<file path="src/rtl/rx_frame_pkg.sv">
// Shared constants and types for the UART command-frame controller.
package rx_frame_pkg;

   // First byte of every command frame; it is not part of the checksum.
   localparam logic [7:0] SYNC_BYTE = 8'h55;

   // Frame assembly states, in byte order; IDLE encodes as zero.
   typedef enum logic [2:0] {
      ST_IDLE    = 3'd0,
      ST_OP      = 3'd1,
      ST_LEN     = 3'd2,
      ST_PAYLOAD = 3'd3,
      ST_CHK     = 3'd4,
      ST_HOLD    = 3'd5
   } state_t;

   // Error code presented with each error pulse and held until the next one.
   typedef enum logic [1:0] {
      ERR_OVERRUN = 2'd0,
      ERR_BAD_LEN = 2'd1,
      ERR_BAD_CHK = 2'd2,
      ERR_TIMEOUT = 2'd3
   } err_code_t;

endpackage

</file>
<file path="src/rtl/rx_frame_if.sv">
// Byte-strobe input, command handshake and error report of the frame controller.
//
// Handshake: rx_update is a one-cycle strobe with no back-pressure; rx_data is
// meaningful only while it is high. cmd_valid/cmd_ready is a strict valid/ready
// pair: once cmd_valid rises, cmd_op, cmd_len and cmd_payload stay stable and
// cmd_valid stays high until the cycle in which cmd_ready is also high; that
// cycle is the transfer.
interface rx_frame_if #(
   parameter int MAX_LEN = 8
);
   import rx_frame_pkg::*;

   logic                   rx_update;
   logic [7:0]             rx_data;
   logic                   cmd_valid;
   logic                   cmd_ready;
   logic [7:0]             cmd_op;
   logic [3:0]             cmd_len;
   logic [8*MAX_LEN-1:0]   cmd_payload;
   logic                   err_pulse;
   err_code_t              err_code;

   // Controller side.
   modport master (
      input  rx_update, rx_data, cmd_ready,
      output cmd_valid, cmd_op, cmd_len, cmd_payload, err_pulse, err_code
   );

   // Receiver / game-logic side.
   modport slave (
      output rx_update, rx_data, cmd_ready,
      input  cmd_valid, cmd_op, cmd_len, cmd_payload, err_pulse, err_code
   );

endinterface

</file>
<file path="src/rtl/rx_frame_ctrl_idle_timer.sv">
// Inter-byte idle counter: counts while run is high, expires at TIMEOUT-1.
module idle_timer #(
   parameter int TIMEOUT = 1_000_000
) (
   input  logic clk,
   input  logic reset,
   input  logic clear,
   input  logic run,
   output logic expire
);

   localparam int             CW   = $clog2(TIMEOUT);
   localparam logic [CW-1:0]  LAST = CW'(TIMEOUT - 1);

   logic [CW-1:0] count_q;

   // Count idle cycles; any byte or state change restarts the count.
   always_ff @(posedge clk) begin
      if (reset) begin
         count_q <= '0;
      end else if (clear) begin
         count_q <= '0;
      end else if (run) begin
         count_q <= count_q + 1'b1;
      end
   end

   assign expire = run && (count_q == LAST);

endmodule

</file>
<file path="src/rtl/rx_frame_ctrl.sv">
// Assembles UART bytes into SYNC/OP/LEN/PAYLOAD/CHK frames, validates them and
// hands good frames to the consumer over valid/ready.
module rx_frame_ctrl
   import rx_frame_pkg::*;
#(
   parameter int TIMEOUT = 1_000_000,
   parameter int MAX_LEN = 8
) (
   input  logic           clk,
   input  logic           reset,
   rx_frame_if.master     bus,
   output state_t         dbg_state
);

   localparam int PW = 8 * MAX_LEN;

   // Every register of the block; outputs are driven straight from here.
   typedef struct packed {
      state_t     st;
      logic [7:0] sum;
      logic [3:0] idx;
      logic [7:0] op;
      logic [3:0] len;
      logic [PW-1:0] payload;
      logic       valid;
      logic       err_pulse;
      err_code_t  err_code;
   } regs_t;

   regs_t r_q;
   regs_t r_d;

   logic tmr_clear;
   logic tmr_run;
   logic tmr_expire;

   // Next-state and register update for the frame parser.
   always_comb begin
      r_d           = r_q;
      r_d.err_pulse = 1'b0;

      unique case (r_q.st)
         ST_IDLE: begin
            if (bus.rx_update && (bus.rx_data == SYNC_BYTE)) begin
               r_d.st      = ST_OP;
               r_d.payload = '0;
               r_d.sum     = '0;
               r_d.idx     = '0;
            end
         end

         ST_OP: begin
            if (bus.rx_update) begin
               r_d.op  = bus.rx_data;
               r_d.sum = bus.rx_data;
               r_d.st  = ST_LEN;
            end
         end

         ST_LEN: begin
            if (bus.rx_update) begin
               r_d.len = bus.rx_data[3:0];
               r_d.sum = r_q.sum + bus.rx_data;
               if (bus.rx_data > 8'(MAX_LEN)) begin
                  r_d.st        = ST_IDLE;
                  r_d.err_pulse = 1'b1;
                  r_d.err_code  = ERR_BAD_LEN;
               end else if (bus.rx_data == 8'd0) begin
                  r_d.st = ST_CHK;
               end else begin
                  r_d.st = ST_PAYLOAD;
               end
            end
         end

         ST_PAYLOAD: begin
            if (bus.rx_update) begin
               for (int i = 0; i < MAX_LEN; i++) begin
                  if (r_q.idx == 4'(i)) begin
                     r_d.payload[8*i +: 8] = bus.rx_data;
                  end
               end
               r_d.sum = r_q.sum + bus.rx_data;
               r_d.idx = r_q.idx + 4'd1;
               if ((r_q.idx + 4'd1) == r_q.len) begin
                  r_d.st = ST_CHK;
               end
            end
         end

         ST_CHK: begin
            if (bus.rx_update) begin
               if (bus.rx_data == r_q.sum) begin
                  r_d.st    = ST_HOLD;
                  r_d.valid = 1'b1;
               end else begin
                  r_d.st        = ST_IDLE;
                  r_d.err_pulse = 1'b1;
                  r_d.err_code  = ERR_BAD_CHK;
               end
            end
         end

         ST_HOLD: begin
            // A byte while holding is dropped; the held frame is untouched.
            if (bus.rx_update) begin
               r_d.err_pulse = 1'b1;
               r_d.err_code  = ERR_OVERRUN;
            end
            if (r_q.valid && bus.cmd_ready) begin
               r_d.st    = ST_IDLE;
               r_d.valid = 1'b0;
            end
         end

         default: begin
            r_d.st = ST_IDLE;
         end
      endcase

      // Timer only runs mid-frame; a byte in the expiry cycle takes priority.
      if (tmr_expire && !bus.rx_update) begin
         r_d.st        = ST_IDLE;
         r_d.err_pulse = 1'b1;
         r_d.err_code  = ERR_TIMEOUT;
      end
   end

   // Register bank; reset drops any partial or held frame without an error.
   always_ff @(posedge clk) begin
      if (reset) begin
         r_q <= '0;
      end else begin
         r_q <= r_d;
      end
   end

   // Timer runs in the mid-frame states and restarts on bytes and state entry.
   always_comb begin
      tmr_run   = (r_q.st == ST_OP) || (r_q.st == ST_LEN) ||
                  (r_q.st == ST_PAYLOAD) || (r_q.st == ST_CHK);
      tmr_clear = bus.rx_update || (r_d.st != r_q.st);
   end

   idle_timer #(
      .TIMEOUT (TIMEOUT)
   ) u_idle_timer (
      .clk    (clk),
      .reset  (reset),
      .clear  (tmr_clear),
      .run    (tmr_run),
      .expire (tmr_expire)
   );

   assign bus.cmd_valid   = r_q.valid;
   assign bus.cmd_op      = r_q.op;
   assign bus.cmd_len     = r_q.len;
   assign bus.cmd_payload = r_q.payload;
   assign bus.err_pulse   = r_q.err_pulse;
   assign bus.err_code    = r_q.err_code;
   assign dbg_state       = r_q.st;

endmodule

</file>
<file path="src/flat_wrapper.sv">
// flat-port wrapper written by rule: the top's interface ports become plain ports
module rx_frame_ctrl_flat import rx_frame_pkg::*;
#(
   parameter int TIMEOUT = 1_000_000,
   parameter int MAX_LEN = 8
)
  (clk, reset, dbg_state, bus_rx_update, bus_rx_data, bus_cmd_ready, bus_cmd_valid, bus_cmd_op, bus_cmd_len, bus_cmd_payload, bus_err_pulse, bus_err_code);
  rx_frame_if #(.MAX_LEN(MAX_LEN)) bus_i ();
  input  logic clk;
  input  logic reset;
  output state_t dbg_state;
  input wire logic [$bits(bus_i.rx_update)-1:0] bus_rx_update;
  input wire logic [$bits(bus_i.rx_data)-1:0] bus_rx_data;
  input wire logic [$bits(bus_i.cmd_ready)-1:0] bus_cmd_ready;
  output wire logic [$bits(bus_i.cmd_valid)-1:0] bus_cmd_valid;
  output wire logic [$bits(bus_i.cmd_op)-1:0] bus_cmd_op;
  output wire logic [$bits(bus_i.cmd_len)-1:0] bus_cmd_len;
  output wire logic [$bits(bus_i.cmd_payload)-1:0] bus_cmd_payload;
  output wire logic [$bits(bus_i.err_pulse)-1:0] bus_err_pulse;
  output wire logic [$bits(bus_i.err_code)-1:0] bus_err_code;
  assign bus_i.rx_update = bus_rx_update;
  assign bus_i.rx_data = bus_rx_data;
  assign bus_i.cmd_ready = bus_cmd_ready;
  assign bus_cmd_valid = bus_i.cmd_valid;
  assign bus_cmd_op = bus_i.cmd_op;
  assign bus_cmd_len = bus_i.cmd_len;
  assign bus_cmd_payload = bus_i.cmd_payload;
  assign bus_err_pulse = bus_i.err_pulse;
  assign bus_err_code = bus_i.err_code;
  rx_frame_ctrl #(.TIMEOUT(TIMEOUT), .MAX_LEN(MAX_LEN)) u_core (.clk(clk), .reset(reset), .bus(bus_i), .dbg_state(dbg_state));
endmodule
</file>
<file path="config.mk">
export PLATFORM = sky130hd
export DESIGN_NAME = rx_frame_ctrl_flat
export DESIGN_NICKNAME = d
export VERILOG_FILES = /design/src/rtl/rx_frame_pkg.sv /design/src/rtl/rx_frame_if.sv /design/src/rtl/rx_frame_ctrl_idle_timer.sv /design/src/rtl/rx_frame_ctrl.sv /design/src/flat_wrapper.sv
export SDC_FILE = /design/constraint.sdc
export NUM_CORES = 1
export LEC_CHECK = 0
export CAP_MARGIN = 5
export CORE_AREA = 5 5 129 131
export CTS_CLUSTER_DIAMETER = 150
export DETAILED_ROUTE_END_ITERATION = 10
export DIE_AREA = 0 0 134 136
export GPL_ROUTABILITY_DRIVEN = 0
export GPL_TIMING_DRIVEN = 1
export SLEW_MARGIN = 20
export SYNTH_ARGS = -nofsm -noshare
export SYNTH_HDL_FRONTEND = slang
export SYNTH_SLANG_ARGS = --single-unit
</file>
<file path="constraint.sdc">
create_clock -name clk -period 3.3 [get_ports clk]
set_input_delay 0.99 -clock clk [delete_from_list [all_inputs] [get_ports clk]]
set_output_delay 0.99 -clock clk [all_outputs]
set_load 0.005 [all_outputs]
</file>
# Yosys cells after proc, flatten, opt, wreduce, memory -nomap -nowiden
# Cells that the tools add are included.
# op_classes
mux	35
eq_ne	37
n_reduce_logical	31
order_cmp	1
addsub	3
# ops
cell	count
two-way mux 64 bit	2
case mux 64 bit (2 select lines)	1
two-way mux 8 bit	8
two-way mux 3 bit	12
AND reduction 4 bit	9
case mux 8 bit (4 select lines)	1
two-way mux 15 bit	2
two-way mux 11 bit	2
inequality test 2 x 1 -> 1 bit, second input constant	11
adder 20 x 1 -> 20 bit, second input constant	1
equality test 20 bit, second input constant	1
case mux 3 bit (6 select lines)	1
equality test 4 x 3 -> 1 bit, second input constant	4
inequality test 3 x 2 -> 1 bit, second input constant	3
case mux 3 bit (3 select lines)	1
adder 8 bit	1
equality test 4 x 2 -> 1 bit, second input constant	2
equality test 8 x 7 -> 1 bit, second input constant	1
equality test 8 bit	1
> comparator 8 x 4 -> 1 bit, second input constant	1
logical NOT 8 bit	1
inequality test 2 bit, second input constant	4
case mux 4 bit (2 select lines)	1
nonzero test 4 bit	2
other kinds (23)	34
# word_totals
in_bits	12
elab_cells	124
register_bits	115
out_inout_bits	83

# Longest topological paths before layout
# Gate-level depths: netlist of run 1.
# logic_depth
depth_word	10
depth_mapped	9
mapped_depth_nobuf	8

# Modules after synthesis
# From an unflattened synthesis of run 1, not the netlist that was laid out.
# unflattened
hier_cells	656
hier_area_um2	5918.2
# by_module_without_submodules
mod	seq_area_each_um2	cells_each	instances	area_each_um2
rx_frame_ctrl	1901.8	544	1	4977.3
idle_timer	400.4	112	1	940.9

# Worst setup path before layout of run 1
# No wires, ideal clock.
# synth_timing
path_kind	in2reg
startpoint	input bus_rx_data[4]
endpoint	register u_core.u_idle_timer.count_q[16]
required_time_ns	3.211
setup_time_ns	0.089
path_buffers	1
cell_stages	8
t_arrival_ns	2.820
setup_slack_ns	0.391
path_cell_list	ha_1 > nor4_1 > and4_1 > nor3_2 > a221o_1 > a22o_1 > buf_6 > nor4_4
# synth_via
elab_chain_len	9
elab_cells_between_ends	16
cone_classes	order compare (1); eq/ne (3); mux (8); reduce/logical (4)
# synth_rtl
item	line_no	text
start, declared	flat_wrapper.sv:13	input wire logic [$bits(bus_i.rx_data)-1:0] bus_rx_data;
branches (longest 4 deep; another with > comparator 8 x 4 -> 1 bit)	-	
case mux 3 bit (6 select lines) *	rx_frame_ctrl.sv:42	unique case (r_q.st)
two-way mux 3 bit *	rx_frame_ctrl.sv:122	if (tmr_expire && !bus.rx_update) begin
inequality test 3 bit *	rx_frame_ctrl.sv:142	tmr_clear = bus.rx_update || (r_d.st != r_q.st);
logical OR 1 bit *	rx_frame_ctrl.sv:142	
OR reduction 2 bit (no line) *	-	
end signal, assigned	rx_frame_ctrl_idle_timer.sv:24	count_q <= count_q + 1'b1;
end, declared	rx_frame_ctrl_idle_timer.sv:15	logic [CW-1:0] count_q;
# Mark *: on every way between the ends. The select of a mux whose other input is x is not followed.
# A chain may end at the register's enable or synchronous reset.

# Final worst setup path of run 1
# layout_timing
startpoint	input bus_rx_data[1]
endpoint	register u_core.u_idle_timer.count_q[5]
# The elaborated chain is that of the path after synthesis.

==> flow_summary.yaml, run 1 <==
drt:
  routed_wl_um: 14530
  viasPerCell: 5.125
  antenna_left: 0
  drt-wirelength-per-cell_um: 16.27
  drtPass1Iterations: 4
  drcViolationCount: 0
  dr.first_iter.drc_count: 337
  vias: 4577
worst_setup_path:
  rrSetupSlack_ps: 740
  r2r_cells: 8
  crit_path_end: "u_core.u_idle_timer.count_q[5]"
  worst-path-stages: 8
  start_kind: "primary input"
  rr_startpoint: "u_core.r_q[80]"
  cp_slowest_cell: "or4_4"
  reg2reg_to: "u_core.u_idle_timer.count_q[5]"
  cp_max_fo: 11
  worstPathArrival_ps: 3490
  crit_buf_inv: 2
  endpoint_kind: "register"
  critPathTopFamily: "simple AND/OR/NAND/NOR gates"
  crit_path_start: "bus_rx_data[1]"
  worstSetupPathType: "primary input to register"
  required_ps: 3620
  slowest_delay_ps: 590
  cp_cell_sequence: "clkdlybuf4s50_1 -> or4_4 -> nor4_4 -> nor3_2 -> a221o_1 -> a22o_1 -> buf_12 -> nor4_2"
floorplanning:
  die_area_mm2: 0.01822
  rows: 46
  core_mm2: 0.01548
  fp.dieH_um: 136
  die_w_um: 134
  ioPinCount: 95
  initial_core_util_pct: 38.49
cells_and_area:
  utilization_pct: 47.13
  final_area_mm2: 0.007297
  finalNetCount: 713
  drive_gt1_share_pct: 13.12
  diodes: 0
  syn2layout_area_growth_pct: 22.44
clock_tree:
  hold_buffers: 0
  post_cts_resized: 0
  cts_max_level: 4
  numCtsBuffers: 17
  cts_num_sinks: 115
  clock_latency_ps: 420
  cts_tree: "built"
  clk_path_buf_depth: 2
  post_cts_buffers: 0
  root_buffer: "clkbuf_16"
  clk_pin_slew_ps: 50
place:
  io_buffer_count: 94
  dpl_cell_area_mm2: 0.006693
  dp_hpwl_um: 9846
sta:
  rsz0062_at_grt: "false"
  fin_crit_ps: 3173
  finalCritPeriodShare_pct: 96.15
  tns_ps: 0
  tightest_slew_ps: 783.5
  drv_slew: 0
  relSlewSlack_pct: 47.77
  clock_skew_ps: 10.61
  setup_viol: 0
  timing.fmax_ghz: 0.3152
  final_hold_viol_count: 0
synthesis:
  synth-main-ff-cell: "dfxtp_1"
  yosys-top-cells-count: "dfxtp_1 (115), nor2_1 (95), buf_4 (81)"
  netlist.area_leader.share_pct: 38.63
  synthesis.nets: 685
  ys_warn_count: 0
  synth.avg_cell_area_um2: 9.029
  yosysTopAreaCell: "dfxtp_1"
  synth.distinct_cells: 59
  async_flop_share_pct: 0
  ys_seq_area_share_pct: 38.63
  synth-seq-cells: 115
  synth_most_common_cell: "dfxtp_1"
  synth_cells: 660
  synth_edf_count: 0
  synth_area_mm2: 0.005959
  synth.area.top_cells: "dfxtp_1 (39%), mux2i_1 (12%), buf_4 (10%), nor2_1 (6.0%), nand2_1 (2.6%)"
global_routing:
  overflow: 0
  grt_pass1_wl_um: 23590
  first_global_vias: 4563
  grt_max_degree: 97
  grt_use_total_pct: 16.27
  antenna_found_initial: 0
hold_path:
  whs_path_depth: 2
  hp-class: "register to register"
pwr:
  power.density_mw_per_mm2: 452.8
  finalPower_uw: 3304
  ir_drop_mv: 0.3387
  power_leakage_uw: 0.002791
job:
  maxCapViolCount: 0
outcome:
  outcome: "finished clean"
[layout by cell type, fill, tap and decap left out, drive strengths merged, types with 15 or more instances in the layout]
master / n
a21oi: 27
buf: 38
clkbuf: 21
clkdlybuf4s50: 93
dfxtp: 115
mux2i: 70
nand2: 42
nor2: 95
nor3: 15
nor4: 20
xnor2: 15
[metal layers]
metal | up-vias | GRT usage [%] | share of wire (%)
li1 | 2250 | - | -
met1 | 2195 | 20.18 | 46
met2 | 109 | 25.80 | 46
met3 | 23 | 5.959 | 6.1
met4 | 0 | 6.400 | 2.1
met5 | - | 0 | 0
[through the flow]
stage / cells / hold WS (ps) / setup WS (ps)
5_1_grt: 893 / 480.2 / 7.430
4_1_cts: 893 / 453.5 / 85.71
2_1_floorplan: 660 / 436.7 / 390.7
6_report: 893 / 451.8 / 127.2
3_3_place_gp: 861 / 442.8 / -285.4
3_5_place_dp: 861 / 445.8 / -348.5
[cells by family after synthesis]
kind of cell	share of synthesized area (%)
xor+xnor	4.661
mux	11.76
buf+inv	13.58
compound gates	7.580
simple gates	20.93
fa+ha+maj	2.855
flops	38.63
[flip-flops by register name, indices dropped and copies added, names as in the netlist, 2 cells and up]
name,cells
u_core.bus.cmd_payload,64
u_core.u_idle_timer.count_q,20
u_core.r_q,12
u_core.bus.cmd_op,8
u_core.bus.cmd_len,4
u_core.dbg_state,3
u_core.bus.err_code,2
[worst min-delay path by stage]
stage	start	end	slack [ps]
floorplan	u_core.bus.cmd_op[0]	u_core.bus.cmd_op[0]	440
finish	u_core.bus.cmd_op[3]	u_core.bus.cmd_op[3]	450
global route	u_core.bus.cmd_op[4]	u_core.bus.cmd_op[4]	480
detailed placement	u_core.bus.cmd_op[1]	u_core.bus.cmd_op[1]	450
global placement	u_core.bus.cmd_op[3]	u_core.bus.cmd_op[3]	440
CTS	u_core.bus.cmd_op[1]	u_core.bus.cmd_op[1]	450
[tightest hold or removal path: stages, from the launching register on]
cell and delay (ps):
dfxtp_1 300, nand2_1 50, a21oi_1 50
[final cells by class]
class / instances / area (µm²)
Clock inverter: 11 / 128.9
Timing Repair Buffer: 131 / 1276
Sequential cell: 115 / 2302
Clock buffer: 21 / 460.4
Fill cell: 1452 / 8185
Tap cell: 192 / 240.2
Inverter: 7 / 26.28
Multi-Input combinational cell: 416 / 2863
[power by group]
group	internal, µW	leakage, µW	switching, µW	total (µW)
registers	1390	0.000926	0.231	1390
logic	41.7	0.00159	58.7	100
clock network	1150	0.000272	662	1810
Note: power is estimated with default switching activity, not from simulation.
==> inputs of run 2 (changes only) <==
CTS_CLUSTER_DIAMETER = not set   (was 150)
MAX_ROUTING_LAYER = met4   (was not set)
TNS_END_PERCENT = 100   (was not set)
==> run 2 against run 1 <==
Effect of this change: routed wire length is 0.54% higher; register-to-register slack hardly changed; worst hold slack hardly changed; fmax is 0.16% higher; final cell count stayed put; worst setup slack better by 5.2 ps; sequential share of layout area stayed put; largest power group unchanged.
==> flow_summary.yaml, run 2 (same netlist as run 1, synthesis figures left out) <==
cells_and_area:
  utilization_pct: 47.13
  mostFrequentLayoutCells: "dfxtp_1 (115), nor2_1 (95), clkdlybuf4s50_1 (93)"
  drive_gt1_share_pct: 13.12
  diodes: 0
  mostFrequentLayoutCell: "dfxtp_1"
  syn2layout_area_growth_pct: 22.44
  finalNetCount: 713
  largest_reg_flops: 64
sta:
  clock_skew_ps: 13.34
  timing.hold.ws_ps: 451.8
  tightest_slew_ps: 799.4
  timing.fmax_ghz: 0.3157
  relSlewSlack_pct: 46.71
  finalCritPeriodShare_pct: 95.99
  drv_slew: 0
  tns_ps: 0
  fin_crit_ps: 3168
  rsz0062_at_grt: "false"
  setup_viol: 0
  final_hold_viol_count: 0
worst_setup_path:
  rr_startpoint: "u_core.r_q[80]"
  crit_path_start: "bus_rx_data[1]"
  cp_max_fo: 11
  rrSetupSlack_ps: 750
  reg2reg_to: "u_core.u_idle_timer.count_q[5]"
  endpoint_kind: "register"
  worstPathArrival_ps: 3490
  start_kind: "primary input"
  r2r_cells: 8
  crit_path_end: "u_core.u_idle_timer.count_q[5]"
  worstSetupPathType: "primary input to register"
  required_ps: 3620
place:
  io_buffer_count: 94
  dp_hpwl_um: 9846
job:
  maxCapViolCount: 0
drt:
  viasPerCell: 5.152
  routed_wl_um: 14610
  vias: 4601
  drt-wirelength-per-cell_um: 16.36
  drcViolationCount: 0
  dr.first_iter.drc_count: 303
  antenna_left: 0
  drtPass1Iterations: 5
clock_tree:
  cts_tree: "built"
  numCtsBuffers: 17
  root_buffer: "clkbuf_16"
  clk_path_buf_depth: 2
  clk_pin_slew_ps: 50
  clock_latency_ps: 420
  cts_num_sinks: 115
  post_cts_buffers: 0
  hold_buffers: 0
  cts_max_level: 4
floorplanning:
  core_mm2: 0.01548
  initial_core_util_pct: 38.49
  rows: 46
  ioPinCount: 95
  fp.dieH_um: 136
  die_w_um: 134
  die_area_mm2: 0.01822
hold_path:
  hp-class: "register to register"
  whs_path_depth: 2
pwr:
  power.density_mw_per_mm2: 453.3
  ir_drop_mv: 0.3401
  power_leakage_uw: 0.002791
  finalPower_uw: 3308
global_routing:
  antenna_found_initial: 0
  first_global_vias: 4590
  overflow: 0
  grt_use_total_pct: 16.76
  grt_max_degree: 97
  grt_pass1_wl_um: 23520
outcome:
  outcome: "finished clean"
-- run 2: per-stage QoR --
stage / worst slack [ps] / std cells / area, µm²
finish: 132.4 / 893 / 7297
global route: 9.258 / 893 / 7297
CTS: 85.71 / 893 / 7282
detailed placement: -348.5 / 861 / 6693
global placement: -285.4 / 861 / 6693
floorplan: 390.7 / 660 / 5959
-- run 2: report_power, final --
part	switching [µW]	internal, µW	leakage [µW]	total [µW]
sequential	0.231	1390	0.000926	1390
clock	665	1150	0.000272	1820
combinational	59.0	41.7	0.00159	101
total	725	2580	0.00279	3310
-- run 2: layout make-up --
cell class / instances / area [µm²]
well taps: 192 / 240.2
multi-input cells: 416 / 2863
clock inverters: 11 / 128.9
clock buffers: 21 / 460.4
repair buffers: 131 / 1276
inverters: 7 / 26.28
flip-flops and latches: 115 / 2302
fillers: 1452 / 8185
-- run 2: routing by layer --
metal / part of all wire (%) / GRT usage, % / up-vias
li1: - / - / 2250
met1: 47 / 20.64 / 2202
met5: 0 / - / -
met3: 5.5 / 5.292 / 20
met2: 45 / 25.86 / 129
met4: 1.9 / 6.229 / 0
-- run 2: critical path, cell delays in order --
cell and delay [ps]:
clkdlybuf4s50_1 480, or4_4 590, nor4_4 380, nor3_2 110, a221o_1 320, a22o_1 210
buf_12 160, nor4_2 250
-- run 2: worst min-delay path by stage --
stage,to,slack (ps),start
CTS,u_core.bus.cmd_op[1],450,u_core.bus.cmd_op[1]
detailed placement,u_core.bus.cmd_op[1],450,u_core.bus.cmd_op[1]
global route,u_core.bus.cmd_op[4],480,u_core.bus.cmd_op[4]
floorplan,u_core.bus.cmd_op[0],440,u_core.bus.cmd_op[0]
finish,u_core.bus.cmd_op[3],450,u_core.bus.cmd_op[3]
global placement,u_core.bus.cmd_op[3],440,u_core.bus.cmd_op[3]
-- run 2: timing repair --
action,in CTS,in global routing
gates resized for setup,0,2
setup endpoints to repair,0,11
endpoints found under the hold margin,0,0
